File: config.mk
export PLATFORM = sky130hd
export DESIGN_NAME = ctrl_conta_fases
export DESIGN_NICKNAME = d
export VERILOG_FILES = /design/src/rtl/ctrl_conta_pkg.sv /design/src/rtl/conta_mod_m.sv /design/src/rtl/ctrl_conta_fases.sv
export SDC_FILE = /design/constraint.sdc
export NUM_CORES = 1
export LEC_CHECK = 0
export ABC_AREA = 1
export CORE_MARGIN = 10
export CORE_UTILIZATION = 55
export CTS_BUF_LIST = sky130_fd_sc_hd__clkbuf_16
export DETAILED_ROUTE_END_ITERATION = 6
export PLACE_DENSITY = 0.84
export SYNTH_ARGS = -nofsm -noshare
export SYNTH_HDL_FRONTEND = slang
export SYNTH_HIERARCHICAL = 1
export SYNTH_SLANG_ARGS = --single-unit
File: constraint.sdc
create_clock -name clk -period 4.6 [get_ports clk]
set_input_delay 0.69 -clock clk [delete_from_list [all_inputs] [get_ports clk]]
set_output_delay 0.69 -clock clk [all_outputs]
set_load 0.01 [all_outputs]
File: src/rtl/ctrl_conta_pkg.sv
// Shared definitions for the phased modulo counter: state encoding, widths
// and the helper that picks the terminal value of the current phase.
package ctrl_conta_pkg;

  localparam int NUM_FASES     = 4;
  localparam int ANCHO_Q       = 3;
  localparam int ANCHO_VUELTAS = 4;

  typedef enum logic [1:0] {
    IDLE = 2'd0,
    RUN  = 2'd1,
    DONE = 2'd2
  } estado_t;

  // Terminal values are latched as one packed word, phase 0 in the low bits.
  function automatic logic [ANCHO_Q-1:0] sel_m(
    input logic [1:0]                   f,
    input logic [NUM_FASES*ANCHO_Q-1:0] tabla
  );
    return tabla[f*ANCHO_Q +: ANCHO_Q];
  endfunction

endpackage

File: src/rtl/conta_mod_m.sv
// Modulo-(M+1) counter with a registered one-cycle wrap pulse.
// Counts only while enable is high; clear restarts it from zero.
module conta_mod_m
  import ctrl_conta_pkg::*;
(
  input  logic               clk,
  input  logic               reset,
  input  logic               enable,
  input  logic               clear,
  input  logic [ANCHO_Q-1:0] M,
  output logic [ANCHO_Q-1:0] q,
  output logic               wrap
);

  always_ff @(posedge clk) begin
    if (!reset || clear) begin
      q    <= '0;
      wrap <= 1'b0;
    end else if (enable) begin
      if (q == M) begin
        q    <= '0;
        wrap <= 1'b1;
      end else begin
        q    <= q + 1'b1;
        wrap <= 1'b0;
      end
    end else begin
      wrap <= 1'b0;
    end
  end

endmodule

File: src/rtl/ctrl_conta_fases.sv
// Four-phase sequencer around conta_mod_m; each phase wraps vueltas+1 times.
// Define CONTA_CICLICO_EN to loop back to phase 0 forever instead of finishing.
module ctrl_conta_fases
  import ctrl_conta_pkg::*;
(
  input  logic                     clk,
  input  logic                     reset,
  input  logic                     start,
  input  logic                     pause,
  input  logic [ANCHO_Q-1:0]       m0,
  input  logic [ANCHO_Q-1:0]       m1,
  input  logic [ANCHO_Q-1:0]       m2,
  input  logic [ANCHO_Q-1:0]       m3,
  input  logic [ANCHO_VUELTAS-1:0] vueltas,
  output logic [ANCHO_Q-1:0]       q,
  output logic [1:0]               fase,
  output logic                     busy,
  output logic                     wrap,
  output logic                     done
);

  estado_t                        estado;
  logic [NUM_FASES*ANCHO_Q-1:0]   m_lat;
  logic [ANCHO_VUELTAS-1:0]       vueltas_lat;
  logic [ANCHO_VUELTAS-1:0]       cuenta;
  logic [ANCHO_Q-1:0]             m_sel;
  logic                           enable;
  logic                           clear;
  logic                           fin_vuelta;

  assign m_sel      = sel_m(fase, m_lat);
  assign clear      = (estado == IDLE) && start;
  assign enable     = (estado == RUN) && !pause;
  assign fin_vuelta = enable && (q == m_sel);

  conta_mod_m u_conta (
    .clk    (clk),
    .reset  (reset),
    .enable (enable),
    .clear  (clear),
    .M      (m_sel),
    .q      (q),
    .wrap   (wrap)
  );

  // fin_vuelta mirrors the counter's own wrap decision for this same edge,
  // so phase bookkeeping stays aligned with the registered wrap pulse.
  always_ff @(posedge clk) begin
    if (!reset) begin
      estado      <= IDLE;
      fase        <= 2'd0;
      cuenta      <= '0;
      busy        <= 1'b0;
      done        <= 1'b0;
      m_lat       <= '0;
      vueltas_lat <= '0;
    end else begin
      done <= 1'b0;
      case (estado)
        IDLE: begin
          if (start) begin
            estado      <= RUN;
            busy        <= 1'b1;
            fase        <= 2'd0;
            cuenta      <= '0;
            m_lat       <= {m3, m2, m1, m0};
            vueltas_lat <= vueltas;
          end
        end
        RUN: begin
          if (fin_vuelta) begin
            if (cuenta == vueltas_lat) begin
              cuenta <= '0;
              if (fase != 2'd3) begin
                fase <= fase + 2'd1;
              end else begin
`ifdef CONTA_CICLICO_EN
                fase <= 2'd0;
`else
                estado <= DONE;
                busy   <= 1'b0;
                done   <= 1'b1;
`endif
              end
            end else begin
              cuenta <= cuenta + 1'b1;
            end
          end
        end
        DONE: begin
          estado <= IDLE;
        end
        default: begin
          estado <= IDLE;
          busy   <= 1'b0;
        end
      endcase
    end
  end

endmodule

Yosys cells after proc, flatten, opt, wreduce, memory -nomap -nowiden
Cells that the tools add are included.
{"block": "word_totals", "ff_bits": 30, "latchBits": 0, "ram_bits": 0, "romBits": 0, "input_bits": 20, "out_inout_bits": 8, "elab_cells": 63, "n_memories": 0}
{"block": "classes", "addsub": 3, "n_mul": 1, "n_div": 0, "order_cmp": 0, "eq_ne": 10, "n_shift": 1, "muxes": 22, "n_bitwise": 2, "n_reduce_logical": 15}
{"op": "2-bit two-way mux", "n": 8}
{"op": "4-bit two-way mux", "n": 3}
{"op": "12-bit by 5-bit variable part select with 3-bit output", "n": 1}
{"op": "5-bit AND reduction", "n": 2}
{"op": "2-bit != test (second input constant)", "n": 4}
{"op": "2-bit one-hot mux with 2 select lines", "n": 2}
{"op": "4-bit one-hot mux with 2 select lines", "n": 1}
{"op": "4-bit AND reduction", "n": 2}
{"op": "1-bit two-way mux", "n": 6}
{"op": "4-bit by 1-bit adder with 4-bit output (second input constant)", "n": 1}
{"op": "4-bit equality test", "n": 1}
{"op": "2-bit by 2-bit multiplier with 4-bit output (second input constant)", "n": 1}
{"op": "2-bit by 1-bit != test with 1-bit output (second input constant)", "n": 2}
{"op": "3-bit by 1-bit adder with 3-bit output (second input constant)", "n": 1}
{"op": "3-bit equality test", "n": 1}
{"op": "1-bit logical AND", "n": 3}
{"op": "3-bit two-way mux", "n": 1}
{"op": "1-bit one-hot mux with 3 select lines", "n": 1}
{"op": "3-bit AND reduction", "n": 1}
{"op": "2-bit by 1-bit adder with 2-bit output (second input constant)", "n": 1}
{"op": "2-bit by 1-bit equality test with 1-bit output (second input constant)", "n": 1}
{"op": "2-bit equality test (second input constant)", "n": 1}
{"op": "1-bit zero test", "n": 2}
{"op": "2-bit zero test", "n": 1}
{"op": "5 further kinds", "n": 6}

Longest topological paths before layout
Gate-level depths: netlist of run 1.
{"block": "logic_depth", "ltp_word": 6, "depth_mapped": 13, "ltp_nobuf": 13}

Cells and area by module
Netlist of run 1, hierarchy kept.
{"mod": "ctrl_conta_fases", "instances": 1, "cells_per_inst": 181, "area_each_um2": 1273.7, "seq_area_each_um2": 520.5}
{"mod": "conta_mod_m", "instances": 1, "cells_per_inst": 34, "area_each_um2": 225.2, "seq_area_each_um2": 80.1}

Worst setup path before layout of run 1
OpenSTA, ideal clock, no wires.
{"block": "synth_path", "path_kind": "in2reg", "startpoint": "in pause", "endpoint": "reg fase[0]", "setup_ps": 114, "arrival_ps": 1605, "required_time_ps": 4486, "path_slack_ps": 2881, "stages": 8, "path_buffers": 0, "path_cell_list": "nor2_1 -> nand2_2 -> nor2_4 -> nand2_4 -> nand2_4 -> nand3b_4 -> a21oi_1 -> nor2_1"}
{"block": "synth_between", "elab_chain_cells": 5}
{"item": "from (decl)", "line_no": "ctrl_conta_fases.sv:9", "rtl": "input logic pause,"}
{"item": "1-bit zero test", "line_no": "ctrl_conta_fases.sv:33", "rtl": "assign enable = (estado == RUN) && !pause;"}
{"item": "1-bit logical AND", "line_no": "ctrl_conta_fases.sv:33"}
{"item": "1-bit logical AND", "line_no": "ctrl_conta_fases.sv:34", "rtl": "assign fin_vuelta = enable && (q == m_sel);"}
{"item": "2-bit != test (no line)"}
{"item": "5-bit AND reduction (no line)"}
{"item": "to (signal assigned)", "line_no": "ctrl_conta_fases.sv:75", "rtl": "fase <= fase + 2'd1;"}
{"item": "to (decl)", "line_no": "ctrl_conta_fases.sv:16", "rtl": "output logic [1:0] fase,"}
No other way between the ends.
A chain may end at the register's enable or synchronous reset.

Final worst setup path of run 1
{"block": "layout_path", "startpoint": "in start", "endpoint": "reg u_conta.q[0]"}
{"block": "layout_between", "elab_chain_cells": 2}
{"item": "from (decl)", "line_no": "ctrl_conta_fases.sv:8", "rtl": "input logic start,"}
{"item": "1-bit logical AND", "line_no": "ctrl_conta_fases.sv:32", "rtl": "assign clear = (estado == IDLE) && start;"}
{"item": "1-bit logical OR", "line_no": "conta_mod_m.sv:16", "rtl": "if (!reset || clear) begin"}
{"item": "to (signal assigned)", "line_no": "conta_mod_m.sv:24", "rtl": "q <= q + 1'b1;"}
{"item": "to (decl)", "line_no": "conta_mod_m.sv:11", "rtl": "output logic [ANCHO_Q-1:0] q,"}
No other way between the ends.

==> metrics.txt, run 1 <==
status=complete, no violations; total clock buffers created by CTS=5; share of cells above drive strength 1=0.0820; Crit Path Max Fanout=21; global-route wire length before repair=approximately 5600 um; GP Congestion=0.818; maximum root-to-sink buffer count=2; register area share after synthesis=0.401; clk_skew=0.00273 ns; Area Overhead vs Synth=28.0%; Max Cap Viol=0; sequential group share of total power=0.398; final cell count without fillers=274; share of Yosys cell area claimed by the top area cell type=0.401; Max Freq=408 MHz; post-synthesis cell count=215; port bufs=27; post-CTS setup buffers=0; Yosys warning count=6; final wirelength=between 3000 and 4000 um; Die Y=approximately 72 um; nets=267; initial DRC count=106; final hold violation count=0; largest net degree at the start of global routing=23; TritonRoute pass-1 iters=4; Fillers=205; Synth Net Count=238; hold_buf cts=0; PwrDens=398 nW/um2; total track usage=0.135; Mean Syn Cell Area=roughly 7.0 um2; Row Count=18; number of remaining DRC errors=0; initial core utilization=0.589; Tmin final=2.45 ns; setup TNS=0 ns; WL/cell=approximately 12 um; Net Sw Frac=0.285; Tcrit/Tclk final=0.533; H-tree level count=2; Crit. End Element=register; Worst VDD drop=0.407 mV; ANT nets after route=0; clock share of power=0.385; worst skew pair latency=0.28 ns; Power Internal=546 uW; Slew @ Worst Pin=around 0.67 ns; Critical Path AT=2.66 ns; Post-DP HPWL=approximately 2400 um; Worst slew margin=0.554; Mapped Area=1500 um2; vias in the first global route=roughly 1400; initial antenna violation count=0; cell taking the most area after synthesis=dfxtp_1; synthesized flop and latch total=30; # IOs=28; grt ovf=0; Required @ worst endpoint=4.81 ns; clk root buf=clkbuf_16; die area=about 5200 um2; max-slew violation count=0; number of diodes=0; Psw=218 uW; post-synth cell types=27; Core Area=2540 um2; Leakage Power=0.000833 uW; Synth area leaders=dfxtp_1 (40%), nand2_1 (12%), nor2_1 (12%); final setup violation count=0; Reg clk slew, reported paths=0.05 ns; total area of sequential cells=601 um2; Critical Path Start Type=primary input; worst hold-check path type=register to register; Die W=72.2 um; post-cts sizing count=0; Gate power share=0.218; CTS tree=yes; RSZ-0062 raised after global routing=false; placed insts=around 270; area of the multi-input gates=between 700 and 800 um2; clock sink total=30; routed vias=1408; Crit Path Class=primary input to register; Vias/cell=approximately 5.1
==> sequential cells by signal, indices dropped and copies added (netlist names) <==
name and cells:
cuenta 4, u_conta/wrap 1, done 1, vueltas_lat 4, estado 2, busy 1
u_conta/q 3, fase 2, m_lat 12
==> through the flow <==
stage | total power, uW | setup slack [ns] | hold WS [ns] | utilization | area (um2)
6_report | 765 | 2.15 | 0.466 | 0.754 | 1920
5_1_grt | 815 | 1.91 | 0.475 | 0.754 | 1920
4_1_cts | 770 | 2.13 | 0.466 | 0.754 | 1920
3_5_place_dp | 475 | 1.86 | 0.462 | 0.702 | 1790
3_3_place_gp | 470 | 1.91 | 0.460 | 0.702 | 1790
2_1_floorplan | 425 | 2.88 | 0.455 | - | 1500
==> synth_stat cells <==
master and n:
nor2_1 46, nand2_1 47, clkbuf_1 3, nand2_2 3, a21oi_1 6, nor2_4 1
nor2_2 4, nand3b_1 1, buf_1 1, clkinv_1 1, dfxtp_1 30, nand2_4 2
mux2i_1 1, nand3_1 9, xnor2_1 5, inv_2 2, xor2_1 3, nand3b_4 1
clkbuf_2 1, nor3_2 1, ha_1 3, o21ai_0 19, nand3_2 1, inv_1 18
and3_1 1, nor4_1 1, nand4_1 4
==> area by class of cell <==
class	instances	share of cell area
Tap cell	30	0.0196
Clock inverter	2	0.00391
Inverter	21	0.0411
Multi-Input combinational cell	159	0.417
Clock buffer	5	0.0652
Timing Repair Buffer	27	0.141
Sequential cell	30	0.313
==> placed cells by master, fill, tap and decap left out <==
cell type and count:
ha_1 3, clkinv_1 1, nand3b_1 1, a21oi_1 6, nor2_2 4, clkbuf_16 5
nand3_2 1, nor3_2 1, nor2_4 1, dfxtp_1 30, nand2_2 3, nand4_1 4
xor2_1 3, nor4_1 1, and3_1 1, clkdlybuf4s50_1 27, inv_1 20, mux2i_1 1
xnor2_1 5, nand3b_4 1, nor2_1 46, inv_2 2, nand2_4 2, nand2_1 47
nand3_1 9, o21ai_0 19
==> worst paths after layout <==
path	startpoint	endpoint	slack, ns	cells after the start
min	busy	busy	0.47	2
max reg2reg	estado[0]	u_conta/q[0]	2.55	6
min reg2reg	busy	busy	0.47	2
max	start	u_conta/q[0]	2.15	6
==> logic make-up (layout without fill, tap and decap cells) <==
| kind of cell | Yosys count | count (layout) | share of synthesized area |
|---|---|---|---|
| and+or+nand+nor | 122 | 122 | 0.371 |
| DFF | 30 | 30 | 0.401 |
| buffers and inverters | 26 | 55 | 0.0659 |
| AOI/OAI and AO/OA | 25 | 25 | 0.0835 |
| xor gates and xnor gates | 8 | 8 | 0.0467 |
| adders and majority gates | 3 | 3 | 0.0250 |
| muxes | 1 | 1 | 0.00668 |
==> power by group through the flow <==
stage	logic, uW	clock network, uW	registers [uW]
final	166	294	304
after global routing	192	315	307
after CTS	168	299	304
after detailed placement	166	0	309
after global placement	162	0	308
after floorplan	119	0	306
==> worst max-delay path, stage by stage <==
cell             delay, ns
clkdlybuf4s50_1       0.42
nand2_1               0.51
clkinv_1              0.59
nor2_2                0.27
nand2_2               0.08
nor2_1                0.09
==> metal layers <==
metal	vias to the layer above	global-route usage	routed length (um)
li1	737	-	-
met1	635	0.153	1480
met2	29	0.205	1450
met3	7	0.0476	128
met4	0	0.0968	104
met5	-	0	0
Note: power is estimated with default switching activity, not from simulation.
==> run 2: changes to the inputs <==
--- a/config.mk
+++ b/config.mk
@@ -7,10 +7,10 @@
 export LEC_CHECK = 0
 export ABC_AREA = 1
 export CORE_MARGIN = 10
-export CORE_UTILIZATION = 55
+export CORE_UTILIZATION = 51
 export CTS_BUF_LIST = sky130_fd_sc_hd__clkbuf_16
 export DETAILED_ROUTE_END_ITERATION = 6
-export PLACE_DENSITY = 0.84
+export PLACE_DENSITY = 0.78
 export SYNTH_ARGS = -nofsm -noshare
 export SYNTH_HDL_FRONTEND = slang
 export SYNTH_HIERARCHICAL = 1
==> constraint.sdc (replaced) <==
create_clock -name clk -period 2.35 [get_ports clk]
set_input_delay 0.3525 -clock clk [delete_from_list [all_inputs] [get_ports clk]]
set_output_delay 0.3525 -clock clk [all_outputs]
set_load 0.01 [all_outputs]
==> metrics.txt, run 2 (same netlist as run 1, synthesis figures left out) <==
status=complete, no violations; reg2reg path depth=12; Final Instance Area=1950 um2; total clock buffers created by CTS=5; commonest non-fill, non-tap cell in the layout=nand2_1; initial antenna violation count=0; TritonRoute pass-1 iters=7; Worst VDD drop=slightly above 0.7 mV; clk root buf=clkbuf_16; total track usage=0.135; Min-Delay Path Depth=2; clk_skew=0.00357 ns; Required @ worst endpoint=2.00 ns; number of diodes=0; Final WS setup=around 0.60 ns; hold_buf cts=0; H-tree level count=2; RSZ-0062 raised after global routing=false; Max Cap Viol=0; port bufs=27; Slew @ Worst Pin=between 0.4 and 0.5 ns; delay-heaviest family, CP=buffers and inverters; max reg flops=12; Tcrit/Tclk final=0.746; CP max stage cell=clkdlybuf4s50_1; Core Area=2780 um2; Vias/cell=between 5 and 6; final wirelength=3350 um; clock sink total=30; Crit Path Class=register to output pin; number of remaining DRC errors=0; post-cts sizing count=0; share of cells above drive strength 1=0.0927; stages on the worst setup path=1; largest net degree at the start of global routing=23; Tmin final=1.75 ns; # IOs=28; initial DRC count=102; nets=270; WL/cell=12.0 um; Critical Path Start Type=register; minimum hold slack=0.459 ns; most frequent cells in the layout=nand2_1 (47), nor2_1 (46), dfxtp_1 (30), clkdlybuf4s50_1 (27), o21ai_0 (19); PwrDens=787 nW/um2; Leakage Power=0.000842 uW; Crit. End Element=output pin; vias in the first global route=1422; CTS tree=yes; Reg with most FFs=m_lat; Crit Path Max Fanout=9; Die Y=74.2 um; Post-DP HPWL=2420 um; grt ovf=0; final cell count without fillers=279; crit-path cells=clkdlybuf4s50_1; max-slew violation count=0; dpl ws=roughly 0.55 ns; top flop regs=m_lat (12), cuenta (4), vueltas_lat (4); worst hold-check path type=register to register; Die W=74.2 um; worst skew pair latency=~0.28 ns; final hold violation count=0; Max stage delay on crit path=between 0.6 and 0.7 ns; Row Count=19; final setup violation count=0; die area=5510 um2; Critical Path AT=1.40 ns; Reg clk slew, reported paths=0.05 ns; Area after DPL=roughly 1800 um2; post-CTS setup buffers=0; Max Freq=roughly 570 MHz; initial core utilization=0.539; global-route wire length before repair=5900 um; CP bufs+invs=1; placed insts=271; maximum root-to-sink buffer count=2; setup TNS=0 ns; Worst slew margin=0.678; GP Congestion=0.802; routed vias=about 1400; Area Overhead vs Synth=29.9%; ANT nets after route=0
-- run 2: cell count changes in the layout (fill, tap and decap cells not counted) --
cell,before,now
clkinv_1,1,4
inv_1,20,18
buf_4,0,3
-- run 2: layout make-up --
cell class                      instances  area [um2]
Timing Repair Buffer                   30         293
Clock buffer                            5         125
Clock inverter                          3        11.3
Multi-Input combinational cell        159         800
Inverter                               21        78.8
Sequential cell                        30         601
Fill cell                             258         835
Tap cell                               31        38.8
-- run 2: final timing paths --
check           from  slack (ns)  endpoint
min reg2reg     busy        0.46      busy
min             busy        0.46      busy
max reg2reg  fase[0]        0.62   fase[0]
max          fase[0]        0.60   fase[0]
-- run 2: per-layer routing --
metal | track usage | wire length (um) | share of wire
met5 | 0 | 0 | 0
met4 | 0.0894 | 94 | 0.028
met3 | 0.0279 | 145 | 0.043
met2 | 0.224 | 1520 | 0.45
met1 | 0.152 | 1590 | 0.48
-- run 2: where the power goes --
group,internal [uW],leakage (uW),switching (uW),total [uW]
clock,380,0.0000663,222,602
sequential,555,0.000247,39.4,594
combinational,144,0.000529,191,335
total,1080,0.000842,453,1530
-- run 2: tightest hold or removal path, stage by stage (launching register included) --
cell     delay (ns)
dfxtp_1        0.30
nand2_1        0.06
a21oi_1        0.05
-- run 2: through the flow --
step	util	total power [uW]
finish	0.700	1530
global route	0.700	1600
CTS	0.700	1530
detailed placement	0.651	937
global placement	0.651	927
floorplan	-	831
==> run 3: changes to the inputs <==
--- a/config.mk
+++ b/config.mk
@@ -7,10 +7,10 @@
 export LEC_CHECK = 0
 export ABC_AREA = 1
 export CORE_MARGIN = 10
-export CORE_UTILIZATION = 51
+export CORE_UTILIZATION = 46
 export CTS_BUF_LIST = sky130_fd_sc_hd__clkbuf_16
 export DETAILED_ROUTE_END_ITERATION = 6
-export PLACE_DENSITY = 0.78
+export PLACE_DENSITY = 0.75
 export SYNTH_ARGS = -nofsm -noshare
 export SYNTH_HDL_FRONTEND = slang
 export SYNTH_HIERARCHICAL = 1
==> constraint.sdc (replaced) <==
create_clock -name clk -period 1.5 [get_ports clk]
set_input_delay 0.225 -clock clk [delete_from_list [all_inputs] [get_ports clk]]
set_output_delay 0.225 -clock clk [all_outputs]
set_load 0.01 [all_outputs]
==> metrics.txt, run 3 (same netlist as run 1, synthesis figures left out) <==
Final WS setup=-0.0670 ns; GP Congestion=0.836; Psw=755 uW; Max Cap Viol=0; clock share of power=0.361; worst hold-check path type=register to register; initial antenna violation count=0; routed vias=around 1500; Vias/cell=approximately 4.9; commonest non-fill, non-tap cell in the layout=nor2_1; final wirelength=3700 um; TritonRoute pass-1 iters=4; RSZ-0062 raised after global routing=true; max-slew violation count=0; Crit. End Element=register; status=complete, but fails checks; nets=288; clock sink total=30; PwrDens=roughly 1200 nW/um2; # IOs=28; maximum root-to-sink buffer count=2; ANT nets after route=0; Critical Path Start Type=register; H-tree level count=2; total clock buffers created by CTS=5; total track usage=0.119; Worst slew margin=0.782; area of the multi-input gates=between 800 and 900 um2; Post-DP HPWL=2570 um; Row Count=20; r2r startpoint=fase[0]; number of remaining DRC errors=0; WL/cell=11.9 um; hold_buf cts=0; placed insts=between 200 and 300; port bufs=27; Crit Path Class=register to register; Power Internal=between 1500 and 2000 uW; Gate power share=0.273; Reg clk slew, reported paths=0.05 ns; Die Y=77.1 um; Leakage Power=just under 0.001 uW; reg2reg path depth=12; failing checks=negative setup slack; final cell count without fillers=310; Net Sw Frac=0.297; worst skew pair latency=0.27 ns; share of cells above drive strength 1=0.252; Tcrit/Tclk final=1.04; final setup violation count=4; Die W=77.1 um; total area of sequential cells=607 um2; number of diodes=0; max reg flops=12; Tmin final=1.57 ns; Required @ worst endpoint=1.71 ns; reg-to-reg endpoint=cuenta[0]; die area=about 5900 um2; R2R Setup Slk=-0.07 ns; CTS tree=yes; setup TNS=-0.157 ns; grt ovf=0; final hold violation count=0; Max Freq=638 MHz; Slew @ Worst Pin=0.325 ns; clk_skew=approximately 0.0017 ns; Area Overhead vs Synth=46.5%; critical path launch point=fase[0]; top flop regs=m_lat (12), cuenta (4), vueltas_lat (4); Worst VDD drop=0.639 mV; Crit Path Max Fanout=8; Reg with most FFs=m_lat; worst setup path endpoint=cuenta[0]; Fillers=approximately 240; largest net degree at the start of global routing=19; most frequent cells in the layout=nor2_1 (46), nand2_1 (36), dfxtp_1 (27), clkdlybuf4s50_1 (25), buf_4 (20); initial DRC count=48; vias in the first global route=1466; sequential group share of total power=0.367; global-route wire length before repair=5910 um; clk root buf=clkbuf_16; Core Area=3080 um2; initial core utilization=0.487; Critical Path AT=1.78 ns
## run 3: area by class of cell
type,instances,share of cell area
inverter,21,0.0370
tap,44,0.0251
multi-input combinational,159,0.403
clock buffer,5,0.0570
clock inverter,3,0.00570
timing repair buffer,48,0.195
sequential,30,0.276
## run 3: layer usage
metal  GRT usage  part of all wire  up-vias  wire (um)
met5           0                 0        -          0
met1       0.131              0.45      684       1650
met3      0.0326             0.039        9        145
li1            -                 -      777          -
met4      0.0712             0.023        0         85
met2       0.200              0.49       35       1820
## run 3: how the worst min path moves through the flow
stage / endpoint / start / slack [ns] / cells past startpoint
after global placement: busy / busy / 0.45 / 2
final: busy / busy / 0.48 / 2
after detailed placement: busy / busy / 0.46 / 2
after CTS: busy / busy / 0.47 / 2
after floorplan: estado[1] / reset / 0.38 / 2
after global routing: m_lat[9] / m_lat[9] / 0.50 / 2
## run 3: what timing repair did
| action | CTS | global route |
|---|---|---|
| pin swaps | 4 | 14 |
| buffers inserted | 4 | 3 |
| cloned | 0 | 0 |
| gates resized for setup | 14 | 21 |
| setup endpoints to repair | 13 | 13 |
## run 3: power groups by stage
stage / Clock (uW) / Combinational (uW) / Sequential (uW)
after global routing: 967 / 763 / 940
final: 917 / 693 / 933
after floorplan: 0 / 365 / 938
after detailed placement: 0 / 584 / 941
after CTS: 933 / 632 / 927
after global placement: 0 / 577 / 939
## run 3: metrics by stage
stage | power (uW) | setup slack [ns] | area (um2) | util | hold slack, ns
after floorplan | 1300 | 0.0210 | 1500 | - | 0.377
after global placement | 1520 | -0.0449 | 1920 | 0.623 | 0.455
after detailed placement | 1530 | -0.0698 | 1920 | 0.623 | 0.457
after CTS | 2490 | -0.00807 | 2120 | 0.687 | 0.468
after global routing | 2670 | -0.155 | 2200 | 0.713 | 0.496
final | 2540 | -0.0670 | 2200 | 0.713 | 0.482
## run 3: critical path: stages (launching register included)
cell	delay, ns
dfxtp_4	0.40
buf_6	0.14
nand2_4	0.05
nand2_2	0.06
nand2_2	0.06
nand2_2	0.07
nor2_2	0.04
nor2_2	0.15
nand2_4	0.09
nand2_8	0.09
xor2_1	0.18
inv_1	0.07
nor2_1	0.10
